`src/rtl/param_fifo_v.sv`:
```
// Parameterised first-word-fall-through FIFO.
// Sticky overflow/underflow flags; synchronous active-high reset.
module param_fifo_v #(
    parameter int W = 8,
    parameter int D = 4
) (
    input  logic                 i_clk,
    input  logic                 i_reset,
    input  logic                 i_wr_en,
    input  logic [W-1:0]         i_d_in,
    input  logic                 i_rd_en,
    output logic [W-1:0]         o_d_out,
    output logic                 o_full,
    output logic                 o_empty,
    output logic [$clog2(D):0]   o_count,
    output logic                 o_ovf,
    output logic                 o_udf
);

    localparam int AW = $clog2(D);
    localparam int CW = AW + 1;

    logic [W-1:0]  r_mem [D];
    logic [AW-1:0] r_wp;
    logic [AW-1:0] r_rp;
    logic [CW-1:0] r_count;
    logic          r_ovf;
    logic          r_udf;

    logic          w_full;
    logic          w_empty;
    logic          w_wr_acc;
    logic          w_rd_acc;

    assign w_full   = (r_count == CW'(D));
    assign w_empty  = (r_count == '0);
    // A read frees a slot in the same edge, so a full FIFO still takes a write.
    assign w_wr_acc = i_wr_en & (~w_full | i_rd_en);
    assign w_rd_acc = i_rd_en & ~w_empty;

    // Storage is deliberately not reset; empty hides stale words.
    always_ff @(posedge i_clk) begin
        if (!i_reset && w_wr_acc) begin
            r_mem[r_wp] <= i_d_in;
        end
    end

    // Pointers, occupancy and sticky error flags.
    always_ff @(posedge i_clk) begin
        if (i_reset) begin
            r_wp    <= '0;
            r_rp    <= '0;
            r_count <= '0;
            r_ovf   <= 1'b0;
            r_udf   <= 1'b0;
        end else begin
            if (w_wr_acc) begin
                r_wp <= r_wp + AW'(1);
            end
            if (w_rd_acc) begin
                r_rp <= r_rp + AW'(1);
            end
            unique case ({w_wr_acc, w_rd_acc})
                2'b10:   r_count <= r_count + CW'(1);
                2'b01:   r_count <= r_count - CW'(1);
                default: r_count <= r_count;
            endcase
            if (i_wr_en && !w_wr_acc) begin
                r_ovf <= 1'b1;
            end
            if (i_rd_en && !w_rd_acc) begin
                r_udf <= 1'b1;
            end
        end
    end

    // Head word falls through; forced to zero while empty.
    always_comb begin
        o_d_out = '0;
        if (!w_empty) begin
            o_d_out = r_mem[r_rp];
        end
    end

    assign o_full  = w_full;
    assign o_empty = w_empty;
    assign o_count = r_count;
    assign o_ovf   = r_ovf;
    assign o_udf   = r_udf;

endmodule

```
`config.mk`:
```
export PLATFORM = sky130hd
export DESIGN_NAME = param_fifo_v
export DESIGN_NICKNAME = d
export VERILOG_FILES = /design/src/rtl/param_fifo_v.sv
export SDC_FILE = /design/constraint.sdc
export NUM_CORES = 1
export LEC_CHECK = 0
export ABC_CLOCK_PERIOD_IN_PS = 5250
export BUFFER_PORTS_ARGS = -buffer_cell sky130_fd_sc_hd__buf_2
export CORE_ASPECT_RATIO = 1.4
export CORE_MARGIN = 10
export CORE_UTILIZATION = 30
export DETAILED_ROUTE_END_ITERATION = 16
export PLACE_DENSITY = 0.52
export SLEW_MARGIN = 20
export SYNTH_ARGS = -nofsm -noshare
export SYNTH_HDL_FRONTEND = slang
export SYNTH_SLANG_ARGS = --single-unit
```
`constraint.sdc`:
```
create_clock -name i_clk -period 5.25 [get_ports i_clk]
set_clock_uncertainty 0.05 [all_clocks]
set_input_delay 0.525 -clock i_clk [delete_from_list [all_inputs] [get_ports i_clk]]
set_output_delay 0.525 -clock i_clk [all_outputs]
set_load 0.03 [all_outputs]
```
==> results.env, run 1 <==
ANTENNA_VIOLATIONS_BEFORE_REPAIR=0
HOLD_VIOL=0
DRV_CAP=0
POWER_SWITCHING_mW=0.384
CTS_HTREE_LEVELS=2
VIAS_PER_CELL=4.56
SLEW_HEADROOM_PCT=38.8
PATH_CLASS='flip-flop to output port'
TRITONCTS_CLOCK_TREE='built'
REG2REG_SLACK_PS=2750
FINALHOLDWORSTSLACK_PS=400
HPWL_MM=2.44
WORST_PATH_MAX_DELAY_CELL='sky130_fd_sc_hd__dfxtp_1'
ROUTEDWLPERCELL_UM=16.2
SYN-CELL-AREA_UM2=1790
FINAL_MAX_SLEW_VIOL_COUNT=0
SYNTH_FP_NETS=129
LAYOUT-AREA-OVERHEAD-VS-SYNTH_PCT=16.6
POSTCTSHOLDBUFS=0
POWER.STATIC_LEAKAGE_nW=0.750
NETS=158
CTS-ROOT-BUF='sky130_fd_sc_hd__clkbuf_8'
IR_WORST_VDD_uV=225
CORE-AREA_UM2=5820
RUN_STATUS='finished, final reports clean'
TIGHTESTPINTRANSITION_PS=912
CRITPATHCAPTURETYPE='output port'
NUMPORTBUFFERS=26
YOSYS_WARNINGS=0
CELL_INTERNAL_PWR_mW=0.669
LAYOUT.CELLS.MOST_COMMON='sky130_fd_sc_hd__edfxtp_1'
FINALWORSTPATHREQUIREDPERIOD_PS=2510
CLK_PIN_SLEW_PS=80
FLOORPLAN.DIE.HEIGHT_UM=111
NETSWITCHINGFRACTION_PCT=36.4
SETUP-TNS-FINAL_PS=0
INITIAL_UTILIZATION_PCT=30.8
ANTENNA_CELLS=0
POSTCTSRESIZEDCELLS=0
FLOORPLAN.DIE_AREA_UM2=9510
DETAILROUTE.VIA_COUNT=963
DRT-PASS1-ITER-COUNT=4
YOSYSUNIQUECELLTYPES=26
HP-CLASS='input pin to flip-flop'
POST_CTS_BUFFERS=0
ENDPOINT_REQUIRED_TIME_ON_THE_CRITICAL_PATH_PS=4680
CELLS_ON_WORST_REG2REG_PATH=8
COMB_POWER_SHARE_PCT=35.4
CRITPATHMAXSTAGEDELAY_PS=700
PLACE_CONGESTION=0.755
CTS_NUM_SINKS=43
YOSYSSEQAREASHARE_PCT=65.9
PIN_COUNT_OF_THE_BIGGEST_NET_ENTERING_GLOBAL_ROUTING=17
GRT_PASS1_VIAS=1120
LAYOUT.CELLS.MOST_COMMON_LIST='sky130_fd_sc_hd__edfxtp_1, sky130_fd_sc_hd__buf_2, sky130_fd_sc_hd__dfxtp_1'
CRIT_PATH_CELL_TRACE='mux4_2 -> nor2b_1 -> buf_2'
YOSYS_REGISTER_BITS=43
P_CLK_SHARE_PCT=23.2
GLOBAL_ROUTE.OVERFLOW_TOTAL=0
PROPORTION_OF_LAYOUT_CELLS_WITH_A_DRIVE_SUFFIX_ABOVE_1_PCT=35.5
DIE_W_UM=85.3
HOLD-PATH-CELL-COUNT=1
DRT.ANTENNA.VIOLATING_NETS=0
TIMING.HOLD.WORST.START='i_d_in[3]'
CLOCK_PATH_BUFFERS=2
IOPINCOUNT=27
SYNTHESIS.AREA_PER_INSTANCE_UM2=16.1
DRT_DRC_VIOLATIONS_LEFT=0
MAX_FREQ_GHz=0.398
GRT_PASS1_WL_MM=5.51
GROUTE.USAGE.OVERALL_PCT=7.35
WORSTHOLDENDPOINT='r_mem[3][3]'
PLACEMENTROWS=33
NUMCTSBUFFERS=5
SETUP_VIOL=0
DRTITER0DRC=37
WORST_SKEW_PAIR.LATE_LATENCY_PS=280
POWER_DENSITY_OVER_THE_CELLS_nW_PER_UM2=504
RSZ0062_AT_GRT='false'
FLOP_PWR_SHARE_PCT=41.4
ARRIVAL_PS=1940
NETLIST_INSTANCES=111
ROUTED_WIRELENGTH_MM=3.41
WORST_REG2REG_ENDPOINT='o_count[2]'
FILLERS=549
R2R-START='o_count[0]'
CRIT_PATH_START_KIND='flip-flop'
CRITICAL_PATH_PEAK_FANOUT=8
FINAL_MIN_PERIOD_OVER_CLOCK_PERIOD_PCT=47.9
[registers in the layout (all words and copies together) (netlist names), named ones only]
register / count
r_wp: 2
r_rp: 2
o_udf: 1
o_count: 3
r_mem: 32
o_ovf: 1
[worst max-delay path, delay by kind of cell (launching register included)]
kind          cells  cell delay, ps
flops             1             700
buf+inv           1             210
mux               1             600
simple gates      1             140
[routing by layer]
metal  vias up  GRT usage (%)  routed length, µm
met2        19           13.4               1930
met4         0           3.41                 29
met5         -              0                  0
met1       479           7.38               1330
li1        463              -                  -
met3         2           2.12                120
[metrics by stage]
stage	instances	util [%]	worst slack, ps	area (µm²)	total power, mW
after floorplan	111	-	2410	1790	0.726
after global placement	203	34.0	2800	1980	0.819
after detailed placement	203	34.0	2690	1980	0.829
after CTS	211	35.9	2660	2090	1.08
after global routing	211	35.9	2480	2090	1.12
final	211	35.9	2740	2090	1.05
[synth_stat cells]
cell                       instances  area, µm²
sky130_fd_sc_hd__mux2i_1           1       10.0
sky130_fd_sc_hd__buf_6             1       11.3
sky130_fd_sc_hd__clkbuf_1          1       3.75
sky130_fd_sc_hd__clkbuf_2          1       5.00
sky130_fd_sc_hd__nor3b_2           5       62.6
sky130_fd_sc_hd__ha_1              5       62.6
sky130_fd_sc_hd__edfxtp_1         32        961
sky130_fd_sc_hd__nand2b_1          2       12.5
sky130_fd_sc_hd__nor3_2            1       10.0
sky130_fd_sc_hd__a21boi_2          1       11.3
sky130_fd_sc_hd__mux4_2            8        180
sky130_fd_sc_hd__a31oi_1           1       6.26
sky130_fd_sc_hd__or3_2             1       7.51
sky130_fd_sc_hd__nor2b_1           8       50.1
sky130_fd_sc_hd__or3_1             2       12.5
sky130_fd_sc_hd__inv_2             1       3.75
sky130_fd_sc_hd__mux2_4            1       15.0
sky130_fd_sc_hd__o21ai_0           3       15.0
sky130_fd_sc_hd__inv_1             6       22.5
sky130_fd_sc_hd__nor2_1            8       30.0
sky130_fd_sc_hd__a21oi_1           6       30.0
sky130_fd_sc_hd__xor2_1            2       17.5
sky130_fd_sc_hd__dfxtp_1          11        220
sky130_fd_sc_hd__buf_4             1       7.51
sky130_fd_sc_hd__fa_1              1       20.0
sky130_fd_sc_hd__nand2_1           1       3.75
[kinds of logic after synthesis]
kind of cell    synth area share, %
simple gates                   10.5
compound gates                 3.49
flops                          65.9
mux                            11.5
xor+xnor                      0.978
fa+ha+maj                      4.61
buf+inv                        3.00
[power groups by stage]
stage          Clock, mW  Combinational [mW]  Sequential, mW
6_report           0.244               0.373           0.436
5_1_grt            0.267               0.405           0.444
4_1_cts            0.254               0.384           0.438
3_5_place_dp           0               0.383           0.446
3_3_place_gp           0               0.375           0.443
2_1_floorplan          0               0.276           0.450
[worst max-delay path by stage]
stage / from / end
after floorplan: o_count[2] / o_count[2]
after global placement: i_rd_en / o_count[2]
after detailed placement: o_count[0] / o_count[2]
after CTS: flip-flop / o_d_out[7]
after global routing: o_count[0] / o_count[2]
final: flip-flop / o_d_out[2]
[area by class of cell]
type | instances | area [µm²] | area share (%)
multi-input combinational | 57 | 557 | 26.7
clock inverter | 1 | 30.0 | 1.44
clock buffer | 7 | 76.3 | 3.65
sequential | 43 | 1180 | 56.6
tap | 70 | 87.6 | 4.19
timing repair buffer | 26 | 130 | 6.23
inverter | 7 | 26.3 | 1.26
No activity file was read; power rests on OpenSTA's default activity.
==> inputs of run 2 (changes only) <==
- ABC_CLOCK_PERIOD_IN_PS: 5250 -> 2600
- clock period: 5.25 -> 2.6 ns (I/O delays scaled with it)
==> run 2 against run 1 <==
Net effect: clock power is 76% higher; global-route usage shrank 0.23 points; combinational power rose by 110%; clock-buffer cell count is the same; register-to-register slack got worse by 2500 ps; non-clock buffer count grew 5.
==> results.env, run 2 (same netlist as run 1, synthesis figures left out) <==
PLACEMENTROWS=33  # unchanged
DRT_DRC_VIOLATIONS_LEFT=0  # unchanged
ROUTED_WIRELENGTH_MM=3.25  # was 3.41 mm
POSTCTSHOLDBUFS=0  # unchanged
FLOORPLAN.DIE.HEIGHT_UM=111  # unchanged
POWER_DENSITY_OVER_THE_CELLS_nW_PER_UM2=989  # was 504 nW/µm²
TIMING.CRITICAL_PATH.MAX_DELAY_FAMILY='simple AND/OR/NAND/NOR gates'  # was flip-flops
POWER.STATIC_LEAKAGE_nW=0.771  # was 0.750 nW
HPWL_MM=2.40  # was 2.44 mm
NUMPORTBUFFERS=26  # unchanged
HOLD_VIOL=0  # unchanged
FINALWORSTPATHREQUIREDPERIOD_PS=2380
CRITPATHCAPTURETYPE='flip-flop'  # was output port
FINALHOLDWORSTSLACK_PS=135  # was 400 ps
ENDPOINT_REQUIRED_TIME_ON_THE_CRITICAL_PATH_PS=2770  # was 4680 ps
GRT_PASS1_WL_MM=5.29  # was 5.51 mm
IR_WORST_VDD_uV=403  # was 225 µV
ROUTEDWLPERCELL_UM=15.1  # was 16.2 µm
ANTENNA_VIOLATIONS_BEFORE_REPAIR=0  # unchanged
NETS=163  # was 158
LAYOUT.CELLS.MOST_COMMON='sky130_fd_sc_hd__edfxtp_1'  # unchanged
DETAILROUTE.VIA_COUNT=971  # was 963
FINAL_MAX_SLEW_VIOL_COUNT=0  # unchanged
WORST_PATH_MAX_DELAY_CELL='sky130_fd_sc_hd__or3_2'  # was sky130_fd_sc_hd__dfxtp_1
GLOBAL_ROUTE.OVERFLOW_TOTAL=0  # unchanged
DRT.ANTENNA.VIOLATING_NETS=0  # unchanged
CRIT_PATH_CELL_TRACE='nor3b_4 -> a21boi_2 -> inv_2 -> ha_1 -> inv_1 -> fa_1 -> xor2_1 -> or3_2 -> a21oi_1'  # was mux4_2 -> nor2b_1 -> buf_2
RUN_STATUS='finished, final reports clean'  # unchanged
HP-CLASS='input pin to flip-flop'  # unchanged
ARRIVAL_PS=2550  # was 1940 ps
FLOORPLAN.DIE_AREA_UM2=9510  # unchanged
RSZ0062_AT_GRT='false'  # unchanged
GR-USAGE-MET2_PCT=12.6  # was 13.4%
CRIT_PATH_START_KIND='flip-flop'  # unchanged
CORE-AREA_UM2=5820  # unchanged
INITIAL_UTILIZATION_PCT=30.8  # unchanged
WORST_SKEW_PAIR.LATE_LATENCY_PS=290  # was 280 ps
CTS_HTREE_LEVELS=2  # unchanged
POSTCTSRESIZEDCELLS=0  # unchanged
INSTANCES_NO_FILL=216  # was 211
TRITONCTS_CLOCK_TREE='built'  # unchanged
PIN_COUNT_OF_THE_BIGGEST_NET_ENTERING_GLOBAL_ROUTING=17  # unchanged
PLACE_CONGESTION=0.711  # was 0.755
SETUP_VIOL=0  # unchanged
SUM_OF_BUFFERS_AND_INVERTERS_ON_THE_CRITICAL_PATH=2  # was 1
MAX_FREQ_GHz=0.419
CRITPATHMAXSTAGEDELAY_PS=420  # was 700 ps
IOPINCOUNT=27  # unchanged
CTS_NUM_SINKS=43  # unchanged
ANTENNA_CELLS=0  # unchanged
CLOCK_PATH_BUFFERS=2  # unchanged
PROPORTION_OF_LAYOUT_CELLS_WITH_A_DRIVE_SUFFIX_ABOVE_1_PCT=39.0  # was 35.5%
LARGEST_REGISTER_FF_COUNT=32  # unchanged
LAYOUT-AREA-OVERHEAD-VS-SYNTH_PCT=18.2  # was 16.6%
SETUP-TNS-FINAL_PS=0  # unchanged
GROUTE.USAGE.OVERALL_PCT=7.11  # was 7.35%
POST_CTS_BUFFERS=0  # unchanged
SLEW_HEADROOM_PCT=63.3  # was 38.8%
VIAS_PER_CELL=4.50  # was 4.56
FINAL_MIN_PERIOD_OVER_CLOCK_PERIOD_PCT=91.7
NUMCTSBUFFERS=5  # unchanged
DIE_W_UM=85.3  # unchanged
DRT-PASS1-ITER-COUNT=3  # was 4
TIGHTESTPINTRANSITION_PS=550  # was 912 ps
DRV_CAP=0  # unchanged
GRT_UTIL_MET1_PCT=7.26  # was 7.38%
GRT_PASS1_VIAS=1038  # was 1120
PLACEDCELLCOUNT=208  # was 203
USE_MET3_PCT=2.33  # was 2.12%
GRT_BUSIEST_LAYER='met2'  # unchanged
CRITICAL_PATH_PEAK_FANOUT=5  # was 8
MAX_FLOP_REGISTER='r_mem'  # unchanged
PATH_CLASS='flip-flop to flip-flop'  # was flip-flop to output port
LAYOUT.CELLS.MOST_COMMON_LIST='sky130_fd_sc_hd__edfxtp_1, sky130_fd_sc_hd__buf_2, sky130_fd_sc_hd__dfxtp_1'  # unchanged
CLK_PIN_SLEW_PS=80  # about the same
CTS-ROOT-BUF='sky130_fd_sc_hd__clkbuf_8'  # unchanged
DRTITER0DRC=43  # was 37
[run 2: cell type report]
cell class / instances / area, µm²
clock inverters: 1 / 5.00
clock buffers: 7 / 86.3
repair buffers: 31 / 168
flip-flops and latches: 43 / 1180
fillers: 582 / 3700
multi-input cells: 57 / 563
well taps: 70 / 87.6
inverters: 7 / 26.3
[run 2: through the flow]
step           cell area, µm²  utilization, %  worst slack, ps  total power, mW
6_report                 2120            36.4              216             2.09
3_3_place_gp             2030            34.8              326             1.69
5_1_grt                  2120            36.4             50.5             2.22
3_5_place_dp             2030            34.8              208             1.71
4_1_cts                  2120            36.4              182             2.14
2_1_floorplan            1800               -             4.50             1.48
[run 2: where the power goes]
| part | internal (mW) | switching (mW) | leakage (nW) | total, mW |
|---|---|---|---|---|
| sequential | 0.804 | 0.0821 | 0.381 | 0.886 |
| combinational | 0.285 | 0.493 | 0.341 | 0.778 |
| clock | 0.214 | 0.216 | 0.0482 | 0.430 |
| total | 1.30 | 0.791 | 0.771 | 2.09 |
[run 2: worst paths after layout]
| path | slack, ps | cells past startpoint | to | start |
|---|---|---|---|---|
| worst min register to register | 420 | 2 | o_udf | o_udf |
| worst max register to register | 220 | 9 | o_count[2] | o_count[0] |
| worst min-delay path | 130 | 1 | r_mem[2][1] | i_d_in[1] |
| worst max-delay path | 220 | 9 | o_count[2] | o_count[0] |
[run 2: routing by layer]
layer	share of wire [%]	vias up	routed length (µm)
li1	-	474	-
met1	39	478	1270
met2	55	13	1800
met3	3.6	6	117
met4	1.9	0	61
met5	0	-	0
[run 2: worst register-to-register path, cell delays in order, from the launching register on]
cell and delay (ps):
sky130_fd_sc_hd__dfxtp_1 380, sky130_fd_sc_hd__nor3b_4 260, sky130_fd_sc_hd__a21boi_2 120, sky130_fd_sc_hd__inv_2 130
sky130_fd_sc_hd__ha_1 200, sky130_fd_sc_hd__inv_1 60, sky130_fd_sc_hd__fa_1 370, sky130_fd_sc_hd__xor2_1 170
sky130_fd_sc_hd__or3_2 420, sky130_fd_sc_hd__a21oi_1 150
==> inputs of run 3 (changes only) <==
- SETUP_SLACK_MARGIN: unset -> 0.3
==> run 3 against run 2 <==
Net effect: critical path depth did not move; maximum frequency up 9.3%; clock power rose by 17%; final area increased by 2.2%; non-clock buffer count unchanged; combinational power is 5.1% higher; largest power group unchanged.
==> results.env, run 3 (same netlist as run 1, synthesis figures left out) <==
ANTENNA_VIOLATIONS_BEFORE_REPAIR=0  # unchanged
SETUP-TNS-FINAL_PS=0  # unchanged
GROUTE.USAGE.OVERALL_PCT=7.11  # about the same
FOOTPRINT_OF_THE_MULTI_INPUT_GATES_UM2=582  # was 563 µm²
SETUP_VIOL=0  # unchanged
FLOORPLAN.DIE.HEIGHT_UM=111  # unchanged
POST_CTS_BUFFERS=0  # unchanged
DRT-PASS1-ITER-COUNT=4  # was 3
PATH_CLASS='flip-flop to flip-flop'  # unchanged
ROUTED_WIRELENGTH_MM=3.30  # was 3.25 mm
DETAILROUTE.VIA_COUNT=976  # was 971
TRITONCTS_CLOCK_TREE='built'  # unchanged
DRT.ANTENNA.VIOLATING_NETS=0  # unchanged
ROUTEDWLPERCELL_UM=15.3  # was 15.1 µm
FINAL_MIN_PERIOD_OVER_CLOCK_PERIOD_PCT=83.9  # was 91.7%
RSZ0062_AT_GRT='false'  # unchanged
ANTENNA_CELLS=0  # unchanged
CORE-AREA_UM2=5820  # unchanged
MAX_FLOP_REGISTER='r_mem'  # unchanged
HPWL_MM=2.43  # was 2.40 mm
POWER.STATIC_LEAKAGE_nW=0.782  # was 0.771 nW
DIE_W_UM=85.3  # unchanged
FILLERS=557  # was 582
CLOCK_PATH_BUFFERS=2  # unchanged
ENDPOINT_REQUIRED_TIME_ON_THE_CRITICAL_PATH_PS=2760  # was 2770 ps
LARGEST_REGISTER_FF_COUNT=32  # unchanged
CRITPATHMAXSTAGEDELAY_PS=370  # was 420 ps
ARRIVAL_PS=2340  # was 2550 ps
POSTCTSHOLDBUFS=0  # unchanged
IR_WORST_VDD_uV=343  # was 403 µV
PIN_COUNT_OF_THE_BIGGEST_NET_ENTERING_GLOBAL_ROUTING=17  # unchanged
CRIT_PATH_FREQUENT_CELL='sky130_fd_sc_hd__inv_2'
WORST_SKEW_PAIR.LATE_LATENCY_PS=280  # was 290 ps
FLOORPLAN.DIE_AREA_UM2=9510  # unchanged
WORST_PATH_MAX_DELAY_CELL='sky130_fd_sc_hd__dfxtp_4'  # was sky130_fd_sc_hd__or3_2
PLACE_WS_PS=428  # was 208 ps
SUM_OF_BUFFERS_AND_INVERTERS_ON_THE_CRITICAL_PATH=2  # unchanged
CRIT_PATH_CELL_TRACE='nor3b_4 -> a21boi_2 -> inv_2 -> ha_4 -> inv_2 -> fa_2 -> xor2_1 -> or3_4 -> a21oi_1'  # was nor3b_4 -> a21boi_2 -> inv_2 -> ha_1 -> inv_1 -> fa_1 -> xor2_1 -> or3_2 -> a21oi_1
IOPINCOUNT=27  # unchanged
RUN_STATUS='finished, final reports clean'  # unchanged
NETS=163  # unchanged
LAYOUT.CELLS.MOST_COMMON='sky130_fd_sc_hd__edfxtp_1'  # unchanged
INITIAL_UTILIZATION_PCT=30.8  # unchanged
GLOBAL_ROUTE.OVERFLOW_TOTAL=0  # unchanged
MAX_FREQ_GHz=0.458  # was 0.419 GHz
NUMCTSBUFFERS=5  # unchanged
CRITICAL_PATH_PEAK_FANOUT=5  # unchanged
LAYOUT_SETUP_WS_PS=419  # was 216 ps
NUMPORTBUFFERS=26  # unchanged
POSTPLACECELLAREA_UM2=2050  # was 2030 µm²
POWER_DENSITY_OVER_THE_CELLS_nW_PER_UM2=1020  # was 989 nW/µm²
CTS_HTREE_LEVELS=2  # unchanged
TIGHTESTPINTRANSITION_PS=428  # was 550 ps
DRT_DRC_VIOLATIONS_LEFT=0  # unchanged
CLK_PIN_SLEW_PS=80  # about the same
FF_LATCH_AREA_UM2=1190  # was 1180 µm²
LAYOUT-AREA-OVERHEAD-VS-SYNTH_PCT=20.8  # was 18.2%
FINAL_MAX_SLEW_VIOL_COUNT=0  # unchanged
HOLD_VIOL=0  # unchanged
LAYOUT.CELLS.MOST_COMMON_LIST='sky130_fd_sc_hd__edfxtp_1, sky130_fd_sc_hd__buf_2, sky130_fd_sc_hd__nor2_1, sky130_fd_sc_hd__mux4_2, sky130_fd_sc_hd__nor2b_1'  # was sky130_fd_sc_hd__edfxtp_1, sky130_fd_sc_hd__buf_2, sky130_fd_sc_hd__dfxtp_1
DRTITER0DRC=34  # was 43
CTS-ROOT-BUF='sky130_fd_sc_hd__clkbuf_8'  # unchanged
DRV_CAP=0  # unchanged
PLACEMENTROWS=33  # unchanged
GRT_PASS1_VIAS=1079  # was 1038
CTS_NUM_SINKS=43  # unchanged
CRIT_PATH_START_KIND='flip-flop'  # unchanged
FINALWORSTPATHREQUIREDPERIOD_PS=2180  # was 2380 ps
TIMING.CRITICAL_PATH.MAX_DELAY_FAMILY='simple AND/OR/NAND/NOR gates'  # unchanged
VIAS_PER_CELL=4.52  # was 4.50
GRT_PASS1_WL_MM=5.25  # was 5.29 mm
PLACE_CONGESTION=0.746  # was 0.711
SLEW_HEADROOM_PCT=71.4  # was 63.3%
CRITPATHCAPTURETYPE='flip-flop'  # unchanged
PROPORTION_OF_LAYOUT_CELLS_WITH_A_DRIVE_SUFFIX_ABOVE_1_PCT=43.8  # was 39.0%
STDCELL_AREA_UM2=2160  # was 2120 µm²
HP-CLASS='input pin to flip-flop'  # unchanged
==> run 3: cell count changes in the layout (fill, tap and decap cells not counted), sizes merged <==
cell / delta
bufinv: +1
clkbuf: -2
clkinv: +1
==> run 3: cell type report <==
cell class / count / share of cell area [%]
tap: 70 / 4.05
timing repair buffer: 31 / 7.75
clock buffer: 5 / 3.18
sequential: 43 / 54.9
multi-input combinational: 57 / 26.9
clock inverter: 3 / 2.02
inverter: 7 / 1.21
==> run 3: repair_timing <==
item | 4_1_cts | 5_1_grt
resized for setup | 0 | 1
setup endpoints to repair | 0 | 8
endpoints found under the hold margin | 0 | 0
==> run 3: path summary, 6_finish.rpt <==
path | cells after the start | from | endpoint | slack, ps
worst max register to register | 9 | o_count[2] | o_count[2] | 420
worst min-delay path | 1 | i_d_in[0] | r_mem[2][0] | 140
worst min register to register | 2 | o_udf | o_udf | 420
worst max-delay path | 9 | o_count[2] | o_count[2] | 420
==> run 3: report_power, final <==
part | switching (mW) | internal, mW | leakage (nW) | total, mW
clock | 0.220 | 0.286 | 0.0581 | 0.505
sequential | 0.0833 | 0.810 | 0.383 | 0.893
combinational | 0.508 | 0.310 | 0.342 | 0.818
total | 0.811 | 1.41 | 0.782 | 2.22
==> run 3: per-stage QoR <==
step / hold WS [ps] / cells / util, % / total power [mW]
2_1_floorplan: 309 / 111 / - / 1.51
3_3_place_gp: 400 / 208 / 35.2 / 1.72
3_5_place_dp: 410 / 208 / 35.2 / 1.75
4_1_cts: 127 / 216 / 37.2 / 2.26
5_1_grt: 127 / 216 / 37.2 / 2.34
6_report: 137 / 216 / 37.2 / 2.22
==> run 3: metal layers <==
metal	global-route usage (%)	wire length (µm)	up-vias
met4	2.97	57	0
li1	-	-	474
met5	0	0	-
met3	2.70	141	5
met2	13.0	1870	15
met1	6.87	1230	482
